$ cat src/rtl/uart_tx_arb.sv
// rtl/uart_tx_arb.sv - round-robin arbiter sharing one UART_tx among NREQ byte requesters
// Lock keeps ownership across a packet; watchdog aborts a stalled transmitter.
module uart_tx_arb #(
  parameter int NREQ    = 4,
  parameter int TIMEOUT = 40000
) (
  input  logic              clk,
  input  logic              rst,
  input  logic [NREQ-1:0]   req,
  input  logic [NREQ-1:0]   req_lock,
  input  logic [NREQ*8-1:0] req_data,
  output logic [NREQ-1:0]   gnt,
  output logic [NREQ-1:0]   done,
  output logic              err,
  output logic              busy,
  output logic [2:0]        owner,
  output logic              trmt,
  output logic [7:0]        tx_data,
  input  logic              tx_done
);

  typedef enum logic [1:0] {IDLE, XMIT, WAIT} state_t;

  state_t          state, state_nxt;
  logic [2:0]      ptr, win, idx, owner_inc;
  logic [3:0]      sum;
  logic            locked, tx_done_q, found;
  logic            do_grant, do_finish, do_abort;
  logic [16:0]     wd_cnt;
  logic [7:0]      req_x, lock_x;
  logic [63:0]     data_x;
  logic [NREQ-1:0] win_hot, own_hot;

  // Zero-extended views so a 3-bit index always matches the vector width
  assign req_x     = 8'(req);
  assign lock_x    = 8'(req_lock);
  assign data_x    = 64'(req_data);
  assign busy      = (state != IDLE);
  assign owner_inc = (owner == 3'(NREQ - 1)) ? 3'd0 : owner + 3'd1;

  always_comb begin
    win   = owner;
    found = 1'b0;
    idx   = 3'd0;
    sum   = 4'd0;
    if (locked && req_x[owner]) begin
      found = 1'b1;
    end else begin
      for (int i = 0; i < NREQ; i++) begin
        sum = {1'b0, ptr} + 4'(i);
        if (sum >= 4'(NREQ)) sum = sum - 4'(NREQ);
        idx = sum[2:0];
        if (!found && req_x[idx]) begin
          win   = idx;
          found = 1'b1;
        end
      end
    end
    for (int k = 0; k < NREQ; k++) begin
      win_hot[k] = (win == 3'(k));
      own_hot[k] = (owner == 3'(k));
    end
  end

  always_comb begin
    state_nxt = state;
    do_grant  = 1'b0;
    do_finish = 1'b0;
    do_abort  = 1'b0;
    case (state)
      IDLE: if (found) begin
        do_grant  = 1'b1;
        state_nxt = XMIT;
      end
      XMIT: state_nxt = WAIT;
      WAIT: begin
        // Edge detect: a tx_done level left high by the previous byte is ignored
        if (tx_done && !tx_done_q) begin
          do_finish = 1'b1;
          state_nxt = IDLE;
        end else if (wd_cnt >= 17'(TIMEOUT - 1)) begin
          do_abort  = 1'b1;
          state_nxt = IDLE;
        end
      end
      default: state_nxt = IDLE;
    endcase
  end

  always_ff @(posedge clk or posedge rst) begin
    if (rst) state <= IDLE;
    else     state <= state_nxt;
  end

  always_ff @(posedge clk or posedge rst) begin
    if (rst) begin
      gnt       <= '0;
      done      <= '0;
      err       <= 1'b0;
      trmt      <= 1'b0;
      tx_data   <= 8'd0;
      owner     <= 3'd0;
      ptr       <= 3'd0;
      locked    <= 1'b0;
      tx_done_q <= 1'b0;
      wd_cnt    <= 17'd0;
    end else begin
      gnt       <= '0;
      done      <= '0;
      err       <= 1'b0;
      trmt      <= 1'b0;
      tx_done_q <= tx_done;
      if (state == IDLE && locked && !req_x[owner]) locked <= 1'b0;
      if (do_grant) begin
        gnt     <= win_hot;
        trmt    <= 1'b1;
        tx_data <= data_x[{win, 3'b000} +: 8];
        owner   <= win;
        locked  <= lock_x[win];
      end
      if (state == XMIT)      wd_cnt <= 17'd0;
      else if (state == WAIT) wd_cnt <= wd_cnt + 17'd1;
      if (do_finish || do_abort) begin
        done <= own_hot;
        ptr  <= owner_inc;
      end
      if (do_abort) begin
        err    <= 1'b1;
        locked <= 1'b0;
      end
    end
  end

endmodule

$ cat config.mk
export PLATFORM = sky130hd
export DESIGN_NAME = uart_tx_arb
export DESIGN_NICKNAME = d
export VERILOG_FILES = /design/src/rtl/uart_tx_arb.sv
export SDC_FILE = /design/constraint.sdc
export NUM_CORES = 1
export LEC_CHECK = 0
export ABC_AREA = 1
export BUFFER_PORTS_ARGS = -buffer_cell sky130_fd_sc_hd__buf_4
export CAP_MARGIN = 0
export CORE_UTILIZATION = 40
export DETAILED_ROUTE_END_ITERATION = 8
export GPL_TIMING_DRIVEN = 0
export MAX_ROUTING_LAYER = met4
export PLACE_DENSITY = 0.64
export SYNTH_ARGS = -nofsm -noshare
export SYNTH_HDL_FRONTEND = slang
export SYNTH_SLANG_ARGS = --single-unit
$ cat constraint.sdc
create_clock -name clk -period 4 [get_ports clk]
set_clock_uncertainty 0.1 [all_clocks]
set_input_delay 0.4 -clock clk [delete_from_list [all_inputs] [get_ports clk]]
set_output_delay 0.4 -clock clk [all_outputs]
set_load 0.005 [all_outputs]
After elaboration in Yosys (flattened, before gate mapping)
Index checks and enable logic that the tools add are counted.
{ "word_totals": {"ff_bits": 45, "out_inout_bits": 22} }
{ "op_classes": {"n_addsub": 9, "magnitude_cmp": 11, "n_eq_ne": 10, "n_shift": 1, "n_mux": 54, "n_reduce_logical": 20} }
{ "op_table": {"columns": ["operator", "n"], "rows": [
  ["$shiftx 64x7->8", 1],
  ["$mux 3", 14],
  ["$mux 17", 2],
  ["$mux 1", 26],
  ["$lt 3x4->1 const B", 6],
  ["$bmux 1 s3", 6],
  ["$add 17x1->17 const B", 1],
  ["$ge 17x16->1 const B", 1],
  ["$eq 3x2->1 const B", 4],
  ["$ge 4x3->1 const B", 3],
  ["$sub 3x3->3 const B", 4],
  ["$add 3x2->4 const B", 2],
  ["$mux 4", 2],
  ["$logic_and 1x1->1", 7],
  ["$eq 3x1->1 const B", 2],
  ["$logic_not 3->1", 2],
  ["$mux 2", 3],
  ["$pmux 2 s3", 1],
  ["$logic_not 1->1", 5],
  ["$add 3x1->4 const B", 1],
  ["$reduce_bool 2->1", 2],
  ["$add 3x1->3 const B", 1],
  ["$ge 3x3->1 const B", 1],
  ["$ne 3x3->1 const B", 1],
  ["7 further kinds", 7]
]} }

Depth between registers and ports, before layout
Gate-level depths: netlist (run 1).
{ "logic_depth": {"ltp_word": 24, "mapped_depth": 21, "depth_no_buf": 19} }

Worst setup path after synthesis (run 1)
No wires, ideal clock.
{ "synth_path": {"path_kind": "reg-to-reg", "from": "reg ptr[0]", "to": "reg locked", "arrival_ns": 2.055, "required_time_ns": 3.787, "slack_ns": 1.732, "stages_incl_launch_ff": 21, "path_buffers": 2, "period_less_slack_ns": 2.268, "cell_sequence": "dfrtp_1 > buf_6 > inv_6 > ha_1 > inv_1 > nand3_2 > nand3_4 > nand2_4 > nor2_4 > nand3_1 > nand2_1 > inv_2 > nand2_4 > nand2_4 > buf_8 > nand2_2 > nand2_1 > nand2_1 > nand3_1 > nand2_1 > inv_1"} }
{ "synth_via": {"elab_chain_len": 23} }
{ "synth_rtl": {"columns": ["element", "line", "rtl"], "rows": [
  ["from (decl)", "25", "logic [2:0] ptr, win, idx, owner_inc;"],
  ["from (signal assigned)", "125", "ptr <= owner_inc;"],
  ["branches (longest 23 deep; another with $add 3x1->4)", null, null],
  ["to (signal assigned)", "119", "locked <= lock_x[win];"],
  ["to (decl)", "27", "logic locked, tx_done_q, found;"]
]} }
Several ways; the timed one is not identified. The select of a mux whose other input is x is not followed.
A chain may end at the register's enable or synchronous reset.

Final worst setup path (run 1)
{ "layout_path": {"from": "reg ptr[1]", "to": "reg tx_data[0]"} }
{ "layout_via": {"elab_chain_len": 21} }
{ "layout_rtl": {"columns": ["element", "line", "rtl"], "rows": [
  ["branches (longest 17 deep; another with $add 3x1->4)", null, null],
  ["$mux 1 (*)", "53", "if (!found && req_x[idx]) begin"],
  ["$mux 1 (*)", "46", "if (locked && req_x[owner]) begin"],
  ["$mux 1 (*)", "71", "IDLE: if (found) begin"],
  ["$mux 1 (*)", "70", "case (state)"],
  ["named net do_grant", "28", "logic do_grant, do_finish, do_abort;"],
  ["to (signal assigned)", "117", "tx_data <= data_x[{win, 3'b000} +: 8];"],
  ["to (decl)", "18", "output logic [7:0] tx_data,"]
]} }
Mark *: on every way through the listed nets, which the timed path passes. The select of a mux whose other input is x is not followed.

==> results.json, run 1 <==
{
  "status": "finished clean",
  "ir_drop_v": 0.000507,
  "critPathTopFamily": "buffers and inverters",
  "start_util_pct": 42.1,
  "drtPass1Iterations": 4,
  "fmax_mhz": 385,
  "synthTopCellsByArea": "dfrtp_1, nand2_1, nand3_1",
  "post-route-min-period_ns": 2.60,
  "async_flop_share_pct": 100,
  "die_h_um": 87.3,
  "htree_levels": 2,
  "root_buffer": "clkbuf_8",
  "ys_top_cells_by_count": "nand2_1, inv_1, dfrtp_1, nand3_1, nor2_1",
  "cp_num_cells": 14,
  "gp_congestion": 0.819,
  "drc": 0,
  "hold_viol": 0,
  "cts_made_buffers": 5,
  "setup-violations-final": 0,
  "cp-start-kind": "flip-flop",
  "avgViaCountPerCell": 4.77,
  "die_w_um": 87.3,
  "grt_overflow": 0,
  "avgSynthCellArea_um2": 7.55,
  "rsz0062_at_grt": "no",
  "num_vias": 2649,
  "antenna_found_initial": 0,
  "synthesis.area_um2": 2910,
  "hold_path_depth": 1,
  "clock_path_buffers": 2,
  "rows": 30,
  "yosysTopAreaCell": "dfrtp_1",
  "grt_pass1_wl_mm": 11.1,
  "portBuffers": 64,
  "fin_tns_setup_ns": 0,
  "postRouteWirelength_mm": 6.68,
  "regArea_um2": 1130,
  "synth_top_area_share_pct": 38.7,
  "multi_input_area_um2": 1490,
  "p_total_mw": 3.13,
  "clk_latency_ns": 0.29,
  "reg2regPathDepth": 14,
  "track_usage_pct": 19.1,
  "syn_nets": 439,
  "synth_seq_cells": 45,
  "ys_seq_area_share_pct": 38.7,
  "crit_type": "flip-flop to flip-flop",
  "cts_tree": "done",
  "critPathMaxFanout": 10,
  "grt_max_degree": 38,
  "synth_ff_type": "dfrtp_1",
  "slowest_stage": "dfrtp_1",
  "path_clk_slew_ns": 0.08,
  "antenna-diode-count": 0,
  "cp.required_ns": 4.09,
  "worstMarginPinSlew_ns": 0.381,
  "synth_most_common_cell": "nand2_1",
  "ant_nets": 0,
  "dieArea_um2": 7610,
  "grt_pass1_vias": 2444,
  "crit_buf_inv": 6,
  "clkSinkCount": 45,
  "drive_above_1_share_pct": 27.2,
  "hold_path.class": "input port to flip-flop",
  "cp_slowest_stage_delay_ns": 0.48,
  "wl_per_cell_um": 12.0,
  "cp_cell_sequence": "inv_2 > ha_1 > inv_1 > nand3_1 > o21ai_0 > nor2_1 > inv_1 > nand3_1 > nand2_2 > inv_2 > buf_2 > nand3_1 > nand2_1 > inv_1",
  "p_per_area_nw_per_um2": 856,
  "nFillCells": 687,
  "hpwl_mm": 5.12,
  "postCtsSetupRepairBufs": 0,
  "yosys_warnings": 0,
  "core-area_um2": 6910,
  "slew_viol_final": 0,
  "cts_resized": 0,
  "final_nets": 512,
  "crit_arrival_ns": 2.69,
  "slew_headroom_pct": 74.3,
  "area_delta_synth_final_pct": 25.7,
  "p_leak_nw": 1.91,
  "synthCells": 385,
  "ioPinCount": 65,
  "synthDistinctLibCells": 39,
  "first_iter_violations": 118,
  "drv_cap": 0,
  "period_share_pct": 64.9,
  "synth_edf_count": 0,
  "crit_path_end_kind": "flip-flop"
}
==> cells in the final DEF (no fill, tap or decap), drive strengths merged, types with 8 or more instances in the layout <==
master	n
o21ai	15
buf	73
nand3	52
a21oi	20
dfrtp	45
inv	53
nand2	111
nor2	31
ha	11
nor3	14
clkbuf	8
==> final cells by class <==
class / count / area share (%)
Buffer: 9 / 2.19
Clock buffer: 7 / 2.36
Clock inverter: 1 / 0.822
Inverter: 54 / 5.75
Multi-Input combinational cell: 277 / 40.8
Sequential cell: 45 / 30.8
Tap cell: 96 / 3.29
Timing Repair Buffer: 66 / 14.0
==> state kept, by name, summed over array words and instances, names as in the netlist <==
name,cells
wd_cnt,17
tx_data,8
done,4
gnt,4
owner,3
ptr,3
state,2
err,1
locked,1
trmt,1
tx_done_q,1
==> through the flow <==
step	cells	hold slack (ns)	cell area, µm²	utilization (%)	setup WS [ns]
after floorplan	385	0.331	2910	-	1.73
after global placement	545	0.349	3510	50.8	1.40
after detailed placement	546	0.242	3530	51.1	1.39
after CTS	555	0.107	3650	52.9	1.37
after global routing	555	0.101	3650	52.9	1.10
final	555	0.117	3650	52.9	1.40
==> final timing paths <==
path | end | slack (ns) | from
hold reg to reg | wd_cnt[12] | 0.37 | wd_cnt[12]
min in group asynchronous | wd_cnt[4] | 0.47 | rst
max in group asynchronous | tx_data[6] | 2.87 | rst
hold / removal | tx_done_q | 0.12 | tx_done
setup / recovery | tx_data[0] | 1.40 | ptr[1]
setup reg to reg | tx_data[0] | 1.40 | ptr[1]
==> cells by family (layout without fill, tap and decap cells) <==
logic type / Yosys count / after routing / synth area share (%)
adder cells (fa/ha/maj): 11 / 11 / 4.73
buffers and inverters: 63 / 137 / 9.98
AO/OA/AOI/OAI: 42 / 42 / 8.56
flip-flops: 45 / 45 / 38.7
AND/OR/NAND/NOR: 223 / 223 / 37.7
XOR/XNOR: 1 / 1 / 0.301
==> layer usage <==
metal | vias up | GRT usage [%] | share of wire, %
li1 | 1385 | - | -
met2 | 45 | 30.5 | 47
met4 | 0 | 5.81 | 1.0
met5 | - | - | 0
met1 | 1212 | 25.0 | 48
met3 | 7 | 2.94 | 3.7
==> timing repair <==
action / 4_1_cts / 5_1_grt
hold buffers: 1 / 0
endpoints found under the setup margin: 0 / 0
endpoints found under the hold margin: 8 / 0
==> report_power, final <==
group	switching [mW]	internal, mW	total (mW)
clock	0.153	0.204	0.357
sequential	0.0915	0.584	0.675
combinational	1.27	0.822	2.10
Power figures use the tool's default switching activity.
==> run 2: changes to the inputs <==
- clock period: 4 -> 2.6 ns (I/O delays scaled with it)
==> run 2 against run 1 <==
Count of clock-buffer cells in the layout did not move. First-iteration DRC count increased by 5.1%. Die area stayed put. Sequential power increased by 54%. Register-to-register slack got worse by 1.2 ns. Via count is 0.79% higher. Combinational power is 59% higher. Sequential share of layout area fell by 0.44 points. Worst hold slack improved by 0.085 ns. Fmax grew 8.2%.
==> results.json, run 2 (synthesis gave the netlist of run 1 again) <==
{
  "status": "finished clean",
  "worstMarginPinSlew_ns": 0.391,
  "grt_pass1_vias": 2456,
  "gp_congestion": 0.819,
  "root_buffer": "clkbuf_8",
  "hold_path.class": "input port to flip-flop",
  "fmax_mhz": 417,
  "post_layout_nonfiller_instances": 556,
  "r2r_start": "state[1]",
  "rows": 30,
  "htree_levels": 2,
  "start_util_pct": 42.1,
  "antenna_found_initial": 0,
  "die_h_um": 87.3,
  "drc": 0,
  "cp-start-kind": "flip-flop",
  "fin_hold_ws_ns": 0.202,
  "clock_path_buffers": 2,
  "antenna-diode-count": 0,
  "grt_pass1_wl_mm": 11.1,
  "cp-startpoint": "state[1]",
  "cts_made_buffers": 5,
  "largest_reg_flops": 17,
  "num_vias": 2670,
  "crit_arrival_ns": 2.50,
  "final_common_cell": "nand2_1",
  "dp.cells": 546,
  "grt_overflow": 0,
  "cp_slowest_stage_delay_ns": 0.38,
  "ir_drop_v": 0.000856,
  "cp_cell_sequence": "inv_1 > ha_1 > buf_4 > inv_1 > nor2_1 > nand2_1 > nor2_1 > nand2_1 > nor3b_2 > nand2_1 > a221oi_1",
  "hold_viol": 0,
  "clkSinkCount": 45,
  "p_leak_nw": 1.92,
  "setup-violations-final": 0,
  "slew_viol_final": 0,
  "top_regs": "wd_cnt x17, tx_data x8",
  "cp.required_ns": 2.70,
  "post-route-min-period_ns": 2.40,
  "first_iter_violations": 124,
  "avgViaCountPerCell": 4.80,
  "clk_latency_ns": 0.30,
  "core-area_um2": 6910,
  "slew_headroom_pct": 73.7,
  "crit_path_end_kind": "flip-flop",
  "wl_per_cell_um": 12.2,
  "ioPinCount": 65,
  "rrSetupSlack_ns": 0.20,
  "cts_tree": "done",
  "utilization_pct": 53.8,
  "drive_above_1_share_pct": 28.5,
  "cpMostUsedCell": "nand2_1",
  "hpwl_mm": 5.12,
  "slowest_stage": "dfrtp_1",
  "dieArea_um2": 7610,
  "die_w_um": 87.3,
  "nFillCells": 681,
  "critPathMaxFanout": 8,
  "period_share_pct": 92.3,
  "area_delta_synth_final_pct": 27.7,
  "drv_cap": 0,
  "path_clk_slew_ns": 0.08,
  "track_usage_pct": 19.2,
  "layout_common_cells": "nand2_1, buf_4, nand3_1, inv_1, dfrtp_1",
  "largest_register": "wd_cnt",
  "portBuffers": 64,
  "postRouteWirelength_mm": 6.78,
  "ant_nets": 0,
  "p_per_area_nw_per_um2": 1330,
  "final_nets": 513,
  "crit_type": "flip-flop to flip-flop",
  "hold_start": "req_data[12]",
  "drtPass1Iterations": 6,
  "grt_max_degree": 38
}
run 2: what timing repair did:
action / in CTS / in global routing
setup endpoints to repair: 5 / 20
gates resized for setup: 1 / 11
cloned: 0 / 0
setup buffers: 0 / 0
endpoints found under the hold margin: 9 / 0
hold buffers: 2 / 0
pin swaps: 0 / 1
run 2: stage by stage:
step	setup TNS, ns	total power [mW]	setup slack (ns)	cell area (µm²)
finish	0	4.93	0.201	3710
global route	-0.0233	5.42	-0.0136	3710
CTS	0	4.88	0.00675	3670
detailed placement	-0.00627	4.30	-0.00627	3530
global placement	-0.00311	4.23	-0.00311	3510
floorplan	0	3.49	0.332	2910
run 2: layout make-up:
class	count	area [µm²]	share of cell area, %
plain buffers	9	86.3	2.33
clock buffers	7	86.3	2.33
clock inverters	1	30.0	0.809
inverters	54	218	5.86
multi-input cells	277	1520	41.1
flip-flops and latches	45	1130	30.4
well taps	96	120	3.24
repair buffers	67	520	14.0
run 2: worst paths after layout:
check                              to  cells past startpoint
setup / recovery           wd_cnt[15]                     11
max in group asynchronous      ptr[1]                      4
min in group asynchronous   wd_cnt[4]                      3
hold / removal             tx_data[4]                      5
setup reg to reg           wd_cnt[15]                     11
hold reg to reg            wd_cnt[12]                      1
run 2: power breakdown:
part / switching (mW) / internal [mW] / total (mW) / leakage, nW
combinational: 2.01 / 1.32 / 3.33 / 1.28
clock: 0.238 / 0.314 / 0.552 / 0.0585
sequential: 0.144 / 0.900 / 1.04 / 0.581
total: 2.39 / 2.54 / 4.93 / 1.92
run 2: routing by layer:
| layer | share of wire, % | vias up | GRT usage (%) |
|---|---|---|---|
| li1 | - | 1386 | - |
| met2 | 48 | 47 | 30.8 |
| met3 | 3.7 | 7 | 2.94 |
| met1 | 47 | 1230 | 25.0 |
| met5 | 0 | - | - |
| met4 | 1.0 | 0 | 5.81 |
run 2: worst max-delay path: cells and delay by family (launching register included):
family,cells,cell delay (ns)
AOI/OAI and AO/OA,1,0.23
adders and majority gates,1,0.28
buffers and inverters,3,0.34
and+or+nand+nor,6,0.99
DFF,1,0.38
